## src/rtl/next_pc_pkg.sv

```systemverilog
// next_pc_pkg: branch-kind encodings and flag bit positions shared by the next-PC logic.
package next_pc_pkg;
  localparam logic [3:0] BR_NONE = 4'd0;
  localparam logic [3:0] BR_B    = 4'd1;
  localparam logic [3:0] BR_BLTZ = 4'd2;
  localparam logic [3:0] BR_BZ   = 4'd3;
  localparam logic [3:0] BR_BNZ  = 4'd4;
  localparam logic [3:0] BR_BCY  = 4'd5;
  localparam logic [3:0] BR_BNCY = 4'd6;
  localparam logic [3:0] BR_BR   = 4'd7;
  localparam logic [3:0] BR_BL   = 4'd8;
  localparam logic [3:0] BR_RET  = 4'd9;
  localparam int FLG_Z = 0;
  localparam int FLG_C = 1;
  localparam int FLG_N = 2;
endpackage

```

## src/rtl/return_addr_stack.sv

```systemverilog
// return_addr_stack: circular return-address stack; a push when full overwrites the oldest entry.
module return_addr_stack #(
  parameter int W = 32,
  parameter int RAS_DEPTH = 4
) (
  input  logic         clk,
  input  logic         rst,
  input  logic         push,
  input  logic         pop,
  input  logic [W-1:0] din,
  output logic [W-1:0] dout,
  output logic         empty,
  output logic         full,
  output logic         overflow,
  output logic         underflow
);
  localparam int PW = $clog2(RAS_DEPTH);
  logic [W-1:0] r_mem [RAS_DEPTH];
  logic [PW-1:0] r_top;
  logic [PW:0] r_cnt;
  logic [PW-1:0] w_prev;
  // r_top is the next free slot, so when full it also addresses the oldest entry
  assign w_prev = r_top - PW'(1);
  assign dout = r_mem[w_prev];
  assign empty = r_cnt == '0;
  assign full = r_cnt == (PW+1)'(RAS_DEPTH);
  always_ff @(posedge clk) begin
    if (rst) begin
      r_top <= '0;
      r_cnt <= '0;
      overflow <= 1'b0;
      underflow <= 1'b0;
    end else begin
      overflow <= push & full;
      underflow <= pop & empty;
      if (push) begin
        r_mem[r_top] <= din;
        r_top <= r_top + PW'(1);
        if (!full) r_cnt <= r_cnt + (PW+1)'(1);
      end else if (pop && !empty) begin
        r_top <= w_prev;
        r_cnt <= r_cnt - (PW+1)'(1);
      end
    end
  end
endmodule

```

## src/rtl/next_pc_unit.sv

```systemverilog
// next_pc_unit: PC and flag registers with zero-bubble branch resolution and a return-address stack.
module next_pc_unit
  import next_pc_pkg::*;
#(
  parameter int W = 32,
  parameter int PA_W = 26,
  parameter int RAS_DEPTH = 4,
  parameter logic [W-1:0] RESET_PC = '0
) (
  input  logic            clk,
  input  logic            rst,
  input  logic            stall,
  input  logic            instr_valid,
  input  logic [3:0]      br_type,
  input  logic [W-1:0]    imm,
  input  logic [PA_W-1:0] pseudo_addr,
  input  logic [W-1:0]    reg_target,
  input  logic [2:0]      flags_in,
  input  logic            flags_we,
  output logic [W-1:0]    pc_out,
  output logic [W-1:0]    link_out,
  output logic            taken,
  output logic            ras_overflow,
  output logic            ras_underflow
);
  logic [W-1:0] r_pc, r_link, w_seq, w_cond, w_pseudo, w_tgt, w_ras_dout;
  logic [2:0] r_flags, w_eff;
  logic r_taken, w_take, w_push, w_pop, w_accept, w_ras_empty, w_ras_full;
  assign w_accept = instr_valid & ~stall;
  assign w_eff = flags_we ? flags_in : r_flags;
  assign w_seq = r_pc + W'(4);
  assign w_cond = r_pc + (imm << 2);
  generate
    if (PA_W + 2 == W) begin : g_pa_full
      assign w_pseudo = {pseudo_addr, 2'b00};
    end else begin : g_pa_hi
      assign w_pseudo = {r_pc[W-1:PA_W+2], pseudo_addr, 2'b00};
    end
  endgenerate
  always_comb begin
    w_tgt = w_seq;
    w_take = 1'b0;
    w_push = 1'b0;
    w_pop = 1'b0;
    case (br_type)
      BR_B:    begin w_tgt = w_pseudo; w_take = 1'b1; end
      BR_BLTZ: begin w_tgt = w_cond; w_take = w_eff[FLG_N]; end
      BR_BZ:   begin w_tgt = w_cond; w_take = w_eff[FLG_Z]; end
      BR_BNZ:  begin w_tgt = w_cond; w_take = ~w_eff[FLG_Z]; end
      BR_BCY:  begin w_tgt = w_pseudo; w_take = w_eff[FLG_C]; end
      BR_BNCY: begin w_tgt = w_pseudo; w_take = ~w_eff[FLG_C]; end
      BR_BR:   begin w_tgt = reg_target; w_take = 1'b1; end
      BR_BL:   begin w_tgt = w_pseudo; w_take = 1'b1; w_push = 1'b1; end
      BR_RET:  begin w_tgt = w_ras_dout; w_take = ~w_ras_empty; w_pop = 1'b1; end
      default: ;
    endcase
  end
  always_ff @(posedge clk) begin
    if (rst) begin
      r_pc <= RESET_PC;
      r_link <= '0;
      r_taken <= 1'b0;
      r_flags <= '0;
    end else begin
      if (flags_we && !stall) r_flags <= flags_in;
      r_taken <= w_accept & w_take;
      if (w_accept) r_pc <= w_take ? w_tgt : w_seq;
      if (w_accept && w_push) r_link <= w_seq;
    end
  end
  return_addr_stack #(.W(W), .RAS_DEPTH(RAS_DEPTH)) u_ras (
    .clk(clk),
    .rst(rst),
    .push(w_accept & w_push),
    .pop(w_accept & w_pop),
    .din(w_seq),
    .dout(w_ras_dout),
    .empty(w_ras_empty),
    .full(w_ras_full),
    .overflow(ras_overflow),
    .underflow(ras_underflow)
  );
  assign pc_out = r_pc;
  assign link_out = r_link;
  assign taken = r_taken;
endmodule

```

## config.mk

```make
export PLATFORM = sky130hd
export DESIGN_NAME = next_pc_unit
export DESIGN_NICKNAME = d
export VERILOG_FILES = /design/src/rtl/next_pc_pkg.sv /design/src/rtl/return_addr_stack.sv /design/src/rtl/next_pc_unit.sv
export SDC_FILE = /design/constraint.sdc
export NUM_CORES = 1
export LEC_CHECK = 0
export ABC_CLOCK_PERIOD_IN_PS = 5200
export BUFFER_PORTS_ARGS = -buffer_cell sky130_fd_sc_hd__buf_2
export CORE_ASPECT_RATIO = 0.6
export CORE_MARGIN = 5
export CORE_UTILIZATION = 55
export CTS_CLUSTER_SIZE = 25
export DETAILED_ROUTE_END_ITERATION = 12
export GPL_TIMING_DRIVEN = 0
export HOLD_SLACK_MARGIN = 0.02
export PLACE_DENSITY = 0.76
export SYNTH_ARGS = -nofsm -noshare
export SYNTH_HDL_FRONTEND = slang
export SYNTH_HIERARCHICAL = 1
export SYNTH_SLANG_ARGS = --single-unit
```

## constraint.sdc

```tcl
create_clock -name clk -period 5.2 [get_ports clk]
set_input_delay 0.26 -clock clk [delete_from_list [all_inputs] [get_ports clk]]
set_output_delay 0.26 -clock clk [all_outputs]
set_load 0.02 [all_outputs]
```

Word-level counts from Yosys, hierarchy flattened
Memory sizes are Yosys's and may differ from the RTL's.
Cells that the tools add are included.
Widths: inputs -> output; s select.
Storage, ports and cells
  output and inout bits: 67
  memory bits (writable): 128
  input bits: 102
  memories kept: 1
  logic and storage cells: 64
  register bits after elaboration: 75
Memories
  u_ras.r_mem: words 4, width 32, read ports 1, clocked after Yosys merged registers in 0, wr ports 1, RTL line return_addr_stack.sv:18  | logic [W-1:0] r_mem [RAS_DEPTH];
Operators by class
  add/sub/neg operators: 6
  equal/unequal tests: 12
  multiplexer cells: 14
  reductions and logical operators: 12
  bitwise operators: 10
Operators with widths (number)
  $pmux 32 s4: 1
  $add 32x3->32 const B: 1
  $add 32x32->32: 1
  $mux 32: 1
  $eq 4x3->1 const B: 4
  $mux 3: 4
  $eq 4x2->1 const B: 2
  $eq 4x4->1 const B: 2
  $pmux 1 s7: 1
  $and 1x1->1: 6
  $reduce_or 3->1: 2
  $mux 1: 5
  $eq 4x1->1 const B: 1
  $mux 2: 2
  $ne 2x2->1 const B: 2
  $not 1->1: 4
  $reduce_and 2->1: 2
  $reduce_or 4->1: 1
  $add 3x1->3 const B: 1
  $eq 3x3->1 const B: 1
  $logic_and 1x1->1: 3
  $logic_not 3->1: 1
  $sub 3x1->3 const B: 1
  $add 2x1->2 const B: 1
  3 further kinds: 4

Logic depth before layout (Yosys ltp)
Gate-level depths: netlist of run 1.
  word-level depth: 6
  depth in mapped cells: 12

By module
The synthesis of run 1 kept the hierarchy.
By module, submodules not included
  next_pc_unit: instances 1, seq. area each 1361.3 um^2, area an instance 5418.9 um^2, cells each 724
  return_addr_stack: instances 1, seq. area each 3983.8 um^2, area an instance 5112.4 um^2, cells each 220

Least setup slack after synthesis of run 1
No wires, ideal clock.
  path type: flip-flop to flip-flop
  start point: register r_pc[2], in the netlist pc_out[2]
  end point: register r_pc[16], in the netlist pc_out[16]
  clock period less this slack: 2.850 ns
  cell stages (with the launch flop): 12
  slack: 2.350 ns
  data required time: 5.122 ns
  data arrival time: 2.772 ns
  path through: dfxtp_1 ha_1 inv_1 fa_1 nand2b_1 a21oi_1 o211a_1 a21o_1 a21oi_1 or4b_1 and4_1 nor3_1
Between the ends
  word-level cells in the longest chain between the ends: 3
RTL lines
  start: declaration: RTL line next_pc_unit.sv:26  | logic [W-1:0] r_pc, r_link, w_seq, w_cond, w_pseudo, w_tgt, w_ras_dout;
  start signal: assignment: RTL line next_pc_unit.sv:67  | if (w_accept) r_pc <= w_take ? w_tgt : w_seq;
  $add 32x3->32 / $add 32x32->32 (equally long branches): RTL line next_pc_unit.sv:31, next_pc_unit.sv:32
  $pmux 32 s4: RTL line next_pc_unit.sv:45  | case (br_type)
  $mux 32 *: RTL line next_pc_unit.sv:67
Mark *: on every way between the ends. The rest lies on a longest branch, timed or not.
A chain may end at the register's enable or synchronous reset.

Worst setup path after layout of run 1
  start point: register r_pc[2], in the netlist pc_out[2]
  end point: register r_pc[28], in the netlist pc_out[28]
Between the ends
  word-level cells in the longest chain between the ends: 3
RTL lines
  $add 32x3->32 *: RTL line next_pc_unit.sv:31  | assign w_seq = r_pc + W'(4);
  net w_seq[28]: RTL line next_pc_unit.sv:26
  $pmux 32 s4: RTL line next_pc_unit.sv:45
  $mux 32 *: RTL line next_pc_unit.sv:67
The timed path passes the listed nets; every way through them passes the cells marked *.

==> results.txt, run 1 <==
----------------------------------------------------
[Floorplan]
  X dimension of the die ... 188.6 um
  Effective utilization at floorplan ... 0.5562
  Boundary pin count ... 169
  Die height ... 117.2 um
  Total die area ... 0.02211 mm^2
  Core Box Area ... 0.01893 mm^2
  Num rows ... 39

[Critical path]
  Critical Path AT ... 3.81 ns
  Critical path class ... register to register
  Kind of end point of the critical path ... register
  Crit path max fanout ... 8
  Req. time, crit path ... 5.63 ns
  Kind of start point of the critical path ... register
  Launch point of the worst reg-to-reg path ... pc_out[2]
  Beginning of the critical path ... pc_out[2]

[Placed design]
  Count of input and output buffers ... 165
  Setup slack after placement ... 1.455 ns
  Post-placement cell area ... 0.01176 mm^2
  Final weighted congestion of routability-driven global placement ... 0.9426
  Total half-perimeter wirelength after legalization and detailed placement ... 26.64 mm

[Synthesis]
  Synthesized area per cell ... 11.16 um^2
  Seq/Total Area, Yosys ... 0.5075
  Unique masters post-synth ... 75
  Xor and xnor fraction of the mapped netlist area ... 0.04479
  Synthesized-area fraction occupied by and/or/nand/nor cells ... 0.1300
  Synth Area in Adders ... 0.04420
  Yosys warns ... 6
  Proportion of synthesized flip-flops having asynchronous set or reset ... 0
  Most frequently used flop master after synthesis ... edfxtp_1
  Synthesized net count ... 1,082
  Compound-gate portion of the synthesized area ... 0.1579
  Share of synthesized area spent on multiplexers ... 0.07758
  Cell area after synthesis ... 0.01053 mm^2
  Number of enable-type register cells in the synthesized netlist ... 128
  Flop and latch count out of synthesis ... 203
  Gate count of the mapped netlist ... 944
  Combinational family with the most area after synthesis ... compound AO/OA/AOI/OAI gates

[STA]
  Setup TNS ... 0 ns
  Tightest Pin Transition ... 1.326 ns
  Portion of the clock cycle consumed by the worst path in the final layout ... 0.6487
  Clock tree skew after final layout ... 0.01153 ns
  Normalized max-slew margin ... 0.1158
  Count of final hold-check violations ... 0
  Final setup violation count ... 0
  Tmin final ... 3.373 ns
  Post-layout worst setup margin ... 1.827 ns
  Unrepaired setup endpoints after global routing ... no
  Highest clock frequency the design can meet ... 0.2965 GHz
  Number of slew-limit violations in the final report ... 0

[Finish]
  Filler Cell Count ... 1,443
  # nets final ... 1,275
  Area delta synth->final ... 18.18%
  Ratio of cells with drive above 1 in the final layout ... 0.2304
  Final Cell Area ... 0.01245 mm^2
  ANT cells ... 0

[Outcome]
  Outcome ... complete, no violations

[Hold path]
  Hold/Removal Path Class ... primary input to register
  Launch instance of the worst min-delay path ... reg_target[1]

[Pwr]
  Leakage power of the design ... 4.644 nW
  Sequential share of power ... 0.468
  Switching share of power ... 0.2628
  Gate power share ... 0.129
  Max VDD drop ... 0.2176 mV
  Clk network pwr share ... 0.402
  Int Power ... 0.002769 W
  Total net switching power ... 0.0009873 W
  Power density over the cells ... 301.8 mW/mm^2

[CTS]
  Htree depth ... 1
  Max clock buf depth ... 3
  Clock network latency to the later pin of the worst-skew pair ... 0.51 ns
  Library cell used as clock root buffer ... clkbuf_16
  Number of setup buffers added after CTS ... 0
  Clock transition time at the flip-flop clock pins of the worst setup and hold paths ... 0.07 ns
  Clk sink count ... 203
  TritonCTS clock tree ... built
  Inserted Clock Buffers ... 19

[Routing]
  Detailed router's first-iteration violation count ... 1,643
  Total Wirelength ... 36.70 mm
  Detailed-router iteration count before antenna repair ... 8
  DRC violations left ... 0
  Routed wirelength normalized by instance count ... 26.29 um
  Via/cell ratio ... 6.609
  Count of antenna-violating nets left after detailed routing ... 0
  Routed via count ... 9,226

[GRT]
  Overflow after GRT ... 0
  All-layer global routing usage ... 0.3249
  First-pass GRT wire length ... 53.19 mm
  Number of global-route vias before repair ... 8,475
  Maximum number of pins on one net before global-route repair ... 31
  Antenna violations before repair ... 1

[Job]
  Max_cap viols ... 0

----------------------------------------------------
-- critical path, cell delays in order (launching register included) --
cell     delay, ns
dfxtp_1       0.56
ha_1          0.42
nand4_1       0.25
nor3_1        0.64
and2_1        0.31
nand2_1       0.09
nor3_1        0.22
xor2_1        0.48
o22ai_1       0.17
nor3_1        0.15
-- synth_stat cells, types with 5 or more instances --
master	count	area share
and4_1	5	0.0042
nor2_1	92	0.033
xnor2_1	35	0.029
and3_1	12	0.0071
nand4_1	9	0.0053
a22oi_1	6	0.0043
xor2_1	17	0.014
mux2i_1	7	0.0067
a221oi_1	6	0.0050
inv_1	28	0.010
edfxtp_1	128	0.36
dfxtp_1	75	0.14
a21oi_1	63	0.030
o22ai_1	5	0.0030
o21a_1	5	0.0036
clkbuf_1	33	0.012
a222oi_1	24	0.023
mux4_2	28	0.060
o211ai_1	23	0.016
a31oi_1	15	0.0089
nand2_1	76	0.027
nand3_1	21	0.010
nor2b_1	9	0.0053
a211oi_1	17	0.012
buf_2	10	0.0048
a21o_1	12	0.0086
o21ai_0	27	0.013
ha_1	34	0.040
nand2b_1	6	0.0036
nor3_1	32	0.015
-- power groups by stage --
stage	sequential [W]	clock, W	combinational, W
CTS	0.00176	0.00151	0.000465
floorplan	0.00180	0	0.000264
detailed placement	0.00179	0	0.000459
global route	0.00176	0.00158	0.000513
finish	0.00176	0.00151	0.000485
global placement	0.00179	0	0.000453
-- path summary, 6_finish.rpt --
path	cells past startpoint	slack, ns	endpoint
setup / recovery	9	1.83	pc_out[28]
hold / removal	3	0.07	pc_out[1]
setup reg to reg	9	1.83	pc_out[28]
hold reg to reg	2	0.46	link_out[0]
-- registers in the layout (all words and copies together), names as in the netlist --
signal	count
taken	1
u_ras/underflow	1
pc_out	32
u_ras/r_mem	128
link_out	32
u_ras/overflow	1
u_ras/r_cnt	3
u_ras/r_top	2
r_flags	3
-- logic make-up after synthesis --
group | Yosys count
mux | 40
simple gates | 287
buf+inv | 85
flops | 203
compound gates | 240
fa+ha+maj | 36
xor+xnor | 53
-- layout by cell type, fill, tap and decap left out, types with 19 or more instances in the layout --
cell type / count
nor2_1: 92
nand3_1: 21
inv_1: 28
ha_1: 34
nor3_1: 32
dfxtp_1: 75
nand2_1: 76
clkbuf_16: 19
mux4_2: 28
edfxtp_1: 128
xnor2_1: 35
a21oi_1: 63
buf_2: 175
clkbuf_1: 37
a222oi_1: 24
o21ai_0: 27
o211ai_1: 23
-- metrics by stage --
| step | power (W) | util | std cells | hold WS [ns] |
|---|---|---|---|---|
| 6_report | 0.003756 | 0.6573 | 1396 | 0.07260 |
| 5_1_grt | 0.003858 | 0.6573 | 1396 | 0.1041 |
| 4_1_cts | 0.003734 | 0.6573 | 1396 | 0.06412 |
| 3_5_place_dp | 0.002253 | 0.6210 | 1359 | 0.4489 |
| 3_3_place_gp | 0.002247 | 0.6161 | 1355 | 0.4424 |
| 2_1_floorplan | 0.002068 | - | 944 | 0.3291 |
-- cell type report --
class                      count  area [um^2]  area share
multi-input combinational    656         4791      0.3849
clock buffer                  26        531.8     0.04273
timing repair buffer         172        943.4     0.07580
buffer                        55        287.8     0.02312
sequential                   203         5345      0.4295
clock inverter                 8        126.4     0.01015
tap                          246        307.8     0.02473
inverter                      30        112.6    0.009048
-- per-layer routing --
layer,part of all wire,GRT usage,vias up
li1,-,-,4015
met1,0.40,0.4815,4403
met2,0.41,0.4709,749
met3,0.16,0.1046,59
met4,0.022,0.07472,0
met5,0,0,-
-- timing repair --
| action | 4_1_cts | 5_1_grt |
|---|---|---|
| gates resized for setup | 0 | 0 |
| hold endpoints to repair | 3 | 0 |
| hold buffers | 3 | 0 |
Power figures use the tool's default switching activity.
==> run 2: changes to the inputs <==
--- a/config.mk
+++ b/config.mk
@@ -5,7 +5,7 @@
 export SDC_FILE = /design/constraint.sdc
 export NUM_CORES = 1
 export LEC_CHECK = 0
-export ABC_CLOCK_PERIOD_IN_PS = 5200
+export ABC_CLOCK_PERIOD_IN_PS = 3310
 export BUFFER_PORTS_ARGS = -buffer_cell sky130_fd_sc_hd__buf_2
 export CORE_ASPECT_RATIO = 0.6
 export CORE_MARGIN = 5
==> constraint.sdc (replaced) <==
create_clock -name clk -period 3.31 [get_ports clk]
set_input_delay 0.1655 -clock clk [delete_from_list [all_inputs] [get_ports clk]]
set_output_delay 0.1655 -clock clk [all_outputs]
set_load 0.02 [all_outputs]
==> run 2 against run 1 <==
Compared with the run above:
- sequential power grew 57%
- setup slack got worse by 1.7 ns
- core utilization rose by 0.48 points
- via count down 0.39%
- clock power is 57% higher
- register-to-register slack worse by 1.7 ns
- clock skew increased by 0.0012 ns
- design area is 0.72% higher
- largest cell class unchanged
- highest routed layer unchanged
==> results.txt, run 2 (synthesis gave the netlist of run 1 again) <==
----------------------------------------------------
[Finish]
  Ratio of cells with drive above 1 in the final layout ... 0.2327
  ANT cells ... 0
  Largest register by flop count ... u_ras/r_mem
  Most common cell after layout, fill and taps aside ... buf_2
  Final Cell Area ... 0.01254 mm^2
  Area delta synth->final ... 19.03%
  Max FFs per register ... 128
  Highest-count cells in the layout ignoring fill and taps ... buf_2, edfxtp_1, nor2_1
  # nets final ... 1,281
  Filler Cell Count ... 1,431

[STA]
  Setup TNS ... 0 ns
  Unrepaired setup endpoints after global routing ... no
  Portion of the clock cycle consumed by the worst path in the final layout ... 0.9660
  Highest clock frequency the design can meet ... 0.3128 GHz
  Worst slack on hold paths ... 0.04831 ns
  Normalized max-slew margin ... 0.07846
  Clock tree skew after final layout ... 0.01271 ns
  Tmin final ... 3.197 ns
  Number of slew-limit violations in the final report ... 0
  Count of final hold-check violations ... 0
  Final setup violation count ... 0
  Tightest Pin Transition ... 1.382 ns

[Hold path]
  Hold/Removal Path Class ... primary input to register
  End point of the most critical hold path ... pc_out[22]
  Launch instance of the worst min-delay path ... reg_target[22]
  Depth of the worst hold-timing path ... 3

[Placed design]
  Total half-perimeter wirelength after legalization and detailed placement ... 26.64 mm
  Final weighted congestion of routability-driven global placement ... 0.9426
  Post-placement cell area ... 0.01176 mm^2
  Count of input and output buffers ... 165

[Floorplan]
  Die height ... 117.2 um
  Core Box Area ... 0.01893 mm^2
  X dimension of the die ... 188.6 um
  Boundary pin count ... 169
  Num rows ... 39
  Total die area ... 0.02211 mm^2
  Effective utilization at floorplan ... 0.5562

[Pwr]
  Power density over the cells ... 470.8 mW/mm^2
  Leakage power of the design ... 4.672 nW
  Max VDD drop ... 0.3452 mV
  Overall power consumption ... 0.005902 W

[Critical path]
  Destination of the worst register-to-register timing path ... pc_out[20]
  Crit path max fanout ... 10
  Critical Path AT ... 3.60 ns
  Worst r2r path cells ... 11
  Beginning of the critical path ... u_ras/r_top[0]
  Launch point of the worst reg-to-reg path ... u_ras/r_top[0]
  Kind of start point of the critical path ... register
  Kind of end point of the critical path ... register
  Critical path class ... register to register
  FF-to-FF setup slack ... 0.11 ns
  Req. time, crit path ... 3.71 ns

[CTS]
  Clock transition time at the flip-flop clock pins of the worst setup and hold paths ... 0.07 ns
  TritonCTS clock tree ... built
  Library cell used as clock root buffer ... clkbuf_16
  Inserted Clock Buffers ... 19
  Clock network latency to the later pin of the worst-skew pair ... 0.51 ns
  Max clock buf depth ... 3
  Htree depth ... 1
  Clk sink count ... 203

[Routing]
  DRC violations left ... 0
  Detailed router's first-iteration violation count ... 1,561
  Detailed-router iteration count before antenna repair ... 6
  Count of antenna-violating nets left after detailed routing ... 0
  Via/cell ratio ... 6.555
  Routed via count ... 9,190
  Total Wirelength ... 36.78 mm
  Routed wirelength normalized by instance count ... 26.24 um

[GRT]
  All-layer global routing usage ... 0.3256
  Antenna violations before repair ... 1
  First-pass GRT wire length ... 53.31 mm
  Maximum number of pins on one net before global-route repair ... 31
  Overflow after GRT ... 0
  Number of global-route vias before repair ... 8,512

[Outcome]
  Outcome ... complete, no violations

[Job]
  Max_cap viols ... 0

----------------------------------------------------
==> run 2: worst max path at each step <==
stage | end | cells after the start
2_1_floorplan | pc_out[16] | 11
5_1_grt | pc_out[5] | 11
3_5_place_dp | u_ras/r_cnt[2] | 12
3_3_place_gp | u_ras/r_mem[2][22] | 8
4_1_cts | pc_out[16] | 11
6_report | pc_out[20] | 11
==> run 2: power by group <==
part	total [W]	internal (W)	switching (W)
Clock	0.00237	0.00137	0.000998
Sequential	0.00276	0.00272	0.0000488
Combinational	0.000770	0.000271	0.000499
Total	0.00590	0.00436	0.00155
==> run 2: stage by stage <==
stage	utilization	setup slack [ns]	std cells
finish	0.6621	0.1126	1402
global route	0.6621	0.01320	1402
CTS	0.6610	0.03193	1403
detailed placement	0.6210	-0.3401	1359
global placement	0.6161	-0.9163	1355
floorplan	-	0.4602	944
==> run 2: final cells by class <==
cell class / instances / area [um^2] / area share
multi-input combinational: 656 / 4806 / 0.3834
tap: 246 / 307.8 / 0.02455
inverter: 30 / 112.6 / 0.008983
sequential: 203 / 5346 / 0.4265
timing repair buffer: 179 / 1013 / 0.08085
clock inverter: 8 / 126.4 / 0.01008
buffer: 54 / 291.5 / 0.02326
clock buffer: 26 / 531.8 / 0.04242
==> run 2: repair_timing <==
action                                 CTS  global route
setup endpoints to repair                0            23
hold buffers                            10             0
gates resized for setup                  0             9
endpoints found under the hold margin    8             0
setup buffers                            0             0
==> run 2: worst max-delay path, cell delays in order (launching register included) <==
cell and delay (ns):
dfxtp_1 0.40, buf_6 0.22, buf_8 0.20, inv_1 0.08, ha_1 0.27, buf_2 0.24, clkbuf_4 0.31, mux4_2 0.36
a222oi_1 0.65, nand2_1 0.16, nand2_1 0.11, o21ai_0 0.07
==> run 2: layer usage <==
layer  vias up  share of wire  wire (um)  global-route usage
met3        55           0.15       5677              0.1040
met5         -              0          0                   0
met1      4398           0.41      14940              0.4824
met4         0          0.024        886             0.07472
met2       710           0.42      15280              0.4726
li1       4027              -          -                   -
